==> config.mk <==
export PLATFORM = sky130hd
export DESIGN_NAME = ico_uart_rx_flat
export DESIGN_NICKNAME = d
export VERILOG_FILES = /design/src/rtl/ico_uart_rx_if.sv /design/src/rtl/ico_uart_rx.sv /design/src/flat_wrapper.sv
export SDC_FILE = /design/constraint.sdc
export NUM_CORES = 1
export LEC_CHECK = 0
export CAP_MARGIN = 40
export CORE_MARGIN = 2
export CORE_UTILIZATION = 59
export DETAILED_ROUTE_END_ITERATION = 10
export GPL_TIMING_DRIVEN = 1
export PLACE_DENSITY_LB_ADDON = 0.2
export RECOVER_POWER = 25
export SKIP_LAST_GASP = 1
export SLEW_MARGIN = 20
export SYNTH_ARGS = -nofsm -noshare
export SYNTH_HDL_FRONTEND = slang
export SYNTH_SLANG_ARGS = --single-unit
==> constraint.sdc <==
create_clock -name clk_core -period 2.8 [get_ports clk_core]
set_clock_uncertainty 0.05 [all_clocks]
set_input_delay 0.42 -clock clk_core [delete_from_list [all_inputs] [get_ports clk_core]]
set_output_delay 0.42 -clock clk_core [all_outputs]
set_load 0.02 [all_outputs]
==> src/rtl/ico_uart_rx_if.sv <==
// rtl/ico_uart_rx_if.sv - CPU-side read/status bus of the ico UART receiver
//
// Ports (interface signals):
//   rd_strobe  master->slave  one-cycle pulse popping the FIFO head
//   clr_err    master->slave  one-cycle pulse clearing the sticky flags
//   rd_data    slave->master  FIFO head byte, valid while rd_valid=1
//   rd_valid   slave->master  FIFO non-empty
//   count      slave->master  FIFO occupancy, 0..DEPTH
//   overrun    slave->master  sticky: byte dropped on a full FIFO
//   frame_err  slave->master  sticky: stop bit sampled as 0
interface ico_uart_rx_if #(
    parameter int DEPTH = 16
) ();
    logic                     rd_strobe;
    logic                     clr_err;
    logic [7:0]               rd_data;
    logic                     rd_valid;
    logic [$clog2(DEPTH):0]   count;
    logic                     overrun;
    logic                     frame_err;

    modport master (
        output rd_strobe,
        output clr_err,
        input  rd_data,
        input  rd_valid,
        input  count,
        input  overrun,
        input  frame_err
    );

    modport slave (
        input  rd_strobe,
        input  clr_err,
        output rd_data,
        output rd_valid,
        output count,
        output overrun,
        output frame_err
    );
endinterface

==> src/rtl/ico_uart_rx.sv <==
// rtl/ico_uart_rx.sv - 8N1 UART receiver with byte FIFO and cts_n flow control
//
// Ports:
//   clk_core  core clock, all logic on its rising edge
//   reset     synchronous active-high reset
//   rx        raw asynchronous RX pin, idle high
//   cts_n     registered active-low clear-to-send
//   bus       read/status bus (slave side of ico_uart_rx_if)
module ico_uart_rx #(
    parameter int CYCLES_PER_BIT = 87,
    parameter int DEPTH          = 16,
    parameter int CTS_SLACK      = 4
) (
    input  logic           clk_core,
    input  logic           reset,
    input  logic           rx,
    output logic           cts_n,
    ico_uart_rx_if.slave   bus
);
    localparam int CNT_W = $clog2(CYCLES_PER_BIT);
    localparam int PTR_W = $clog2(DEPTH);
    localparam int CW    = PTR_W + 1;

    localparam logic [CNT_W-1:0] HALF_LOAD  = CNT_W'(CYCLES_PER_BIT / 2 - 1);
    localparam logic [CNT_W-1:0] BIT_LOAD   = CNT_W'(CYCLES_PER_BIT - 1);
    localparam logic [CW-1:0]    FULL       = CW'(DEPTH);
    localparam logic [CW-1:0]    CTS_THRESH = CW'(DEPTH - CTS_SLACK);

    typedef enum logic [2:0] {
        S_IDLE,
        S_START,
        S_DATA,
        S_STOP,
        S_WAIT_IDLE
    } state_t;

    state_t            state;
    logic              rx_meta;
    logic              rx_s;
    logic [CNT_W-1:0]  bit_cnt;
    logic [2:0]        bit_idx;
    logic [7:0]        shift;
    logic              push_req;
    logic [7:0]        push_data;
    logic              frame_err;

    logic [7:0]        mem [DEPTH];
    logic [PTR_W-1:0]  wr_ptr;
    logic [PTR_W-1:0]  rd_ptr;
    logic [CW-1:0]     count;
    logic [CW-1:0]     count_next;
    logic              overrun;
    logic              pop;
    logic              push_ok;

    wire sample = (bit_cnt == '0);

    // Receive FSM. The completed byte is handed to the FIFO through the
    // push_req/push_data register, so the FIFO sees it one edge later.
    always_ff @(posedge clk_core) begin
        if (reset) begin
            rx_meta   <= 1'b1;
            rx_s      <= 1'b1;
            state     <= S_IDLE;
            bit_cnt   <= '0;
            bit_idx   <= '0;
            shift     <= '0;
            push_req  <= 1'b0;
            push_data <= '0;
            frame_err <= 1'b0;
        end else begin
            rx_meta  <= rx;
            rx_s     <= rx_meta;
            push_req <= 1'b0;
            if (bus.clr_err)
                frame_err <= 1'b0;
            case (state)
                S_IDLE: begin
                    if (!rx_s) begin
                        bit_cnt <= HALF_LOAD;
                        state   <= S_START;
                    end
                end
                S_START: begin
                    if (!sample) begin
                        bit_cnt <= bit_cnt - CNT_W'(1);
                    end else if (rx_s) begin
                        state <= S_IDLE;
                    end else begin
                        bit_cnt <= BIT_LOAD;
                        bit_idx <= '0;
                        state   <= S_DATA;
                    end
                end
                S_DATA: begin
                    if (!sample) begin
                        bit_cnt <= bit_cnt - CNT_W'(1);
                    end else begin
                        shift   <= {rx_s, shift[7:1]};
                        bit_cnt <= BIT_LOAD;
                        bit_idx <= bit_idx + 3'd1;
                        if (bit_idx == 3'd7)
                            state <= S_STOP;
                    end
                end
                S_STOP: begin
                    if (!sample) begin
                        bit_cnt <= bit_cnt - CNT_W'(1);
                    end else if (rx_s) begin
                        push_req  <= 1'b1;
                        push_data <= shift;
                        state     <= S_IDLE;
                    end else begin
                        frame_err <= 1'b1;
                        state     <= S_WAIT_IDLE;
                    end
                end
                S_WAIT_IDLE: begin
                    // A held-low line (break) must return high before a new
                    // start bit can be recognised.
                    if (rx_s)
                        state <= S_IDLE;
                end
                default: state <= S_IDLE;
            endcase
        end
    end

    // A push into a full FIFO is still accepted if the head leaves this cycle.
    assign pop     = bus.rd_strobe && (count != '0);
    assign push_ok = push_req && ((count != FULL) || pop);

    always_comb begin
        count_next = count;
        if (push_ok && !pop)
            count_next = count + CW'(1);
        else if (!push_ok && pop)
            count_next = count - CW'(1);
    end

    always_ff @(posedge clk_core) begin
        if (push_ok)
            mem[wr_ptr] <= push_data;
    end

    always_ff @(posedge clk_core) begin
        if (reset) begin
            wr_ptr  <= '0;
            rd_ptr  <= '0;
            count   <= '0;
            overrun <= 1'b0;
            cts_n   <= 1'b1;
        end else begin
            if (push_ok)
                wr_ptr <= wr_ptr + PTR_W'(1);
            if (pop)
                rd_ptr <= rd_ptr + PTR_W'(1);
            count <= count_next;
            if (bus.clr_err)
                overrun <= 1'b0;
            if (push_req && !push_ok)
                overrun <= 1'b1;
            cts_n <= (count_next >= CTS_THRESH);
        end
    end

    assign bus.rd_data   = mem[rd_ptr];
    assign bus.rd_valid  = (count != '0);
    assign bus.count     = count;
    assign bus.overrun   = overrun;
    assign bus.frame_err = frame_err;
endmodule

==> src/flat_wrapper.sv <==
// flat-port wrapper written by rule: the top's interface ports become plain ports
module ico_uart_rx_flat 
#(
    parameter int CYCLES_PER_BIT = 87,
    parameter int DEPTH          = 16,
    parameter int CTS_SLACK      = 4
)
  (clk_core, reset, rx, cts_n, bus_rd_strobe, bus_clr_err, bus_rd_data, bus_rd_valid, bus_count, bus_overrun, bus_frame_err);
  ico_uart_rx_if #(.DEPTH(DEPTH)) bus_i ();
  input  logic clk_core;
  input  logic reset;
  input  logic rx;
  output logic cts_n;
  input wire logic [$bits(bus_i.rd_strobe)-1:0] bus_rd_strobe;
  input wire logic [$bits(bus_i.clr_err)-1:0] bus_clr_err;
  output wire logic [$bits(bus_i.rd_data)-1:0] bus_rd_data;
  output wire logic [$bits(bus_i.rd_valid)-1:0] bus_rd_valid;
  output wire logic [$bits(bus_i.count)-1:0] bus_count;
  output wire logic [$bits(bus_i.overrun)-1:0] bus_overrun;
  output wire logic [$bits(bus_i.frame_err)-1:0] bus_frame_err;
  assign bus_i.rd_strobe = bus_rd_strobe;
  assign bus_i.clr_err = bus_clr_err;
  assign bus_rd_data = bus_i.rd_data;
  assign bus_rd_valid = bus_i.rd_valid;
  assign bus_count = bus_i.count;
  assign bus_overrun = bus_i.overrun;
  assign bus_frame_err = bus_i.frame_err;
  ico_uart_rx #(.CYCLES_PER_BIT(CYCLES_PER_BIT), .DEPTH(DEPTH), .CTS_SLACK(CTS_SLACK)) u_core (.clk_core(clk_core), .reset(reset), .rx(rx), .cts_n(cts_n), .bus(bus_i));
endmodule
==> metrics.md <==
| Metric | Value |
|---|---|
| Status | finished, final reports clean |
| DIE WIDTH | 115 um |
| HPWL after DPL | 9180 um |
| Routed len/inst | 20.2 um |
| Pwr Total | 6.19 mW |
| Headroom to the max-slew limit | 0.505 |
| # IOs | 22 |
| CP max FO | 8 |
| Vias | 4162 |
| Starting DRT DRC Count | 489 |
| Asr flop ratio synth | 0 |
| Proportion of layout cells with a drive suffix above 1 | 0.219 |
| H-tree lvl count | 4 |
| Largest cells by area after synthesis | edfxtp_1, dfxtp_1, mux4_2 |
| Core ar. | 12100 um^2 |
| WHS | 0.368 ns |
| # DRC | 0 |
| Initial antenna violation count | 0 |
| Final Max Slew Viols | 0 |
| P_leak | 2.91 nW |
| WP data required | 2.33 ns |
| Gr usage total | 0.228 |
| Max Clk Rate | 361 MHz |
| Final #Nets | 537 |
| Vias in the first global route | 4059 |
| GR Overflow Total | 0 |
| CTS root buf | clkbuf_16 |
| Grt met3 use | 0.0434 |
| Yosys cell types | 50 |
| Bufs on Longest Clock Path | 2 |
| Post-route cell area | 8490 um^2 |
| Total Routed Length | 14200 um |
| Port bufs | 21 |
| Gpl congestion | 0.849 |
| First-pass GRT wire length | 21900 um |
| Synth Net Count | 492 |
| Clock Latency Late Sink | 0.42 ns |
| Antenna diode count | 0 |
| Worst IR Drop VDD | 0.000478 V |
| Synth Flop Type | edfxtp_1 |
| Area delta synth->final | 15.9% |
| Power Density | 729 nW/um^2 |
| Syn Area/Cell | 15.4 um^2 |
| Sequential element share of the synthesized area | 0.667 |
| TritonCTS Buffers | 17 |
| Post-synth EDFFs | 128 |
| DIE AREA | 13300 um^2 |
| Mapped cell area | 7330 um^2 |
| Fill cells | 802 |
| Period utilisation layout | 0.990 |
| Post-synth top area cell | edfxtp_1 |
| Placed cell area | 7870 um^2 |
| Most Used Layer, Global Route | met2 |
| CP Capture Type | primary output |
| Finished Layout Cells | 702 |
| Met1 GRT Util | 0.302 |
| Routed vias/inst | 5.93 |
| Ys Warns | 0 |
| CTS tree | yes |
| RSZ-0062 raised after global routing | true |
| Tmin final | 2.77 ns |
| Pin count of the biggest net entering global routing | 44 |
| Worst Max-Slew Pin Slew | 0.736 ns |
| Hold-fix buffers, CTS | 0 |
| Row count | 40 |
| CP arrival | 2.30 ns |
| Starting Density | 0.607 |
| CP Launch Type | flip-flop |
| DRT Pass-1 Iters | 5 |
| WS Path Type | flip-flop to primary output |
| Final Setup Violations | 0 |
| Die Ht | 115 um |
| Post-Syn Instances | 476 |
| CTS sink cnt | 180 |
| Post-synthesis register bit count | 180 |
| Hold WC Path Type | flip-flop to flip-flop |
| Placed insts | 664 |
| Top cell type's share of synthesized area | 0.525 |
| Final hold vios | 0 |
| Max Cap Viol | 0 |
| Post-route ant nets | 0 |
| GR Layer Usage met2 | 0.366 |
| Worst-path clk slew | 0.06 ns |
## cells in the final DEF, fill, tap and decap left out, types with 5 or more instances in the layout
cell type	count
ha_1	11
nand2_1	24
nor2_1	56
edfxtp_1	128
o21ai_0	9
a21oi_1	8
a31oi_1	5
nor2b_1	5
or2_2	6
mux2i_1	22
mux4_2	40
a211oi_1	5
inv_1	10
buf_4	24
xnor2_1	5
clkdlybuf4s50_1	12
nor3_1	16
clkbuf_16	17
dfxtp_1	51
## path summary, 6_finish.rpt
check / start / to / slack, ns / cells past startpoint
worst max-delay path: flip-flop / bus_rd_data[0] / 0.03 / 4
worst min-delay path: u_core.rx_meta$_SDFF_PP1_ / u_core.rx_s$_SDFF_PP1_ / 0.37 / 1
worst max register to register: u_core.bus.count[0]$_SDFF_PP0_ / u_core.mem[7][3]$_DFFE_PP_ / 0.37 / 7
worst min register to register: u_core.rx_meta$_SDFF_PP1_ / u_core.rx_s$_SDFF_PP1_ / 0.37 / 1
## final cells by class
type | instances | area (um^2) | share of cell area
clock buffers | 21 | 440 | 0.0519
inverters | 10 | 37.5 | 0.00442
flip-flops and latches | 180 | 4890 | 0.576
multi-input cells | 260 | 2300 | 0.270
well taps | 168 | 210 | 0.0248
repair buffers | 52 | 483 | 0.0569
clock inverters | 11 | 135 | 0.0159
## synthesized netlist by cell type, types with 4 or more instances
| cell | n |
|---|---|
| mux4_2 | 40 |
| mux2i_1 | 22 |
| nor3_1 | 16 |
| nor2b_1 | 5 |
| edfxtp_1 | 128 |
| xnor2_1 | 5 |
| nand2_1 | 24 |
| dfxtp_1 | 52 |
| buf_1 | 4 |
| nor2_1 | 56 |
| inv_1 | 10 |
| a21oi_1 | 8 |
| a211oi_1 | 5 |
| xor2_1 | 4 |
| ha_1 | 11 |
| o21ai_0 | 9 |
| a31oi_1 | 5 |
| or2_2 | 6 |
| clkbuf_1 | 18 |
| nor3b_1 | 4 |
## metrics by stage
step                       util  worst slack [ns]  TNS (ns)
after floorplan               -             0.207         0
after global placement    0.648             0.164         0
after detailed placement  0.653             0.141         0
after CTS                 0.702           -0.0354   -0.0417
after global routing      0.704           -0.0384   -0.0384
final                     0.704            0.0269         0
## kinds of logic (layout without fill, tap and decap cells)
family	Yosys count	count (layout)	share of synthesized area
compound gates	43	43	0.0388
xor+xnor	9	9	0.0108
fa+ha+maj	11	11	0.0188
buf+inv	36	94	0.0200
flops	180	180	0.667
mux	62	62	0.153
simple gates	135	135	0.0920
## timing repair
action	in CTS	in global routing
setup endpoints to repair	8	5
gates resized for setup	25	4
cloned	1	0
setup buffers	0	0
## worst max-delay path, cell delays in order, from the launching register on
cell	delay, ns
dfxtp_4	0.39
buf_6	0.18
mux4_2	0.51
mux4_2	0.47
dlygate4sd2_1	0.33
## layer usage
layer  wire (um)  up-vias  part of all wire
met5           0        -                 0
met3         874       32             0.062
met2        6980      154              0.49
met4         434        0             0.031
met1        5900     2061              0.42
li1            -     1915                 -
## state kept, by name (all words and copies together), names as in the netlist, 4 cells and up, named ones only
register          count
u_core.bit_cnt        7
u_core.bus.count      5
u_core.mem          128
u_core.push_data      8
u_core.rd_ptr         4
u_core.shift          8
u_core.wr_ptr         4
## power breakdown
group	switching [mW]	total (mW)	internal [mW]
Sequential	0.0544	2.91	2.86
Clock	0.932	2.32	1.39
Combinational	0.462	0.953	0.491
Note: power is estimated with default switching activity, not from simulation.
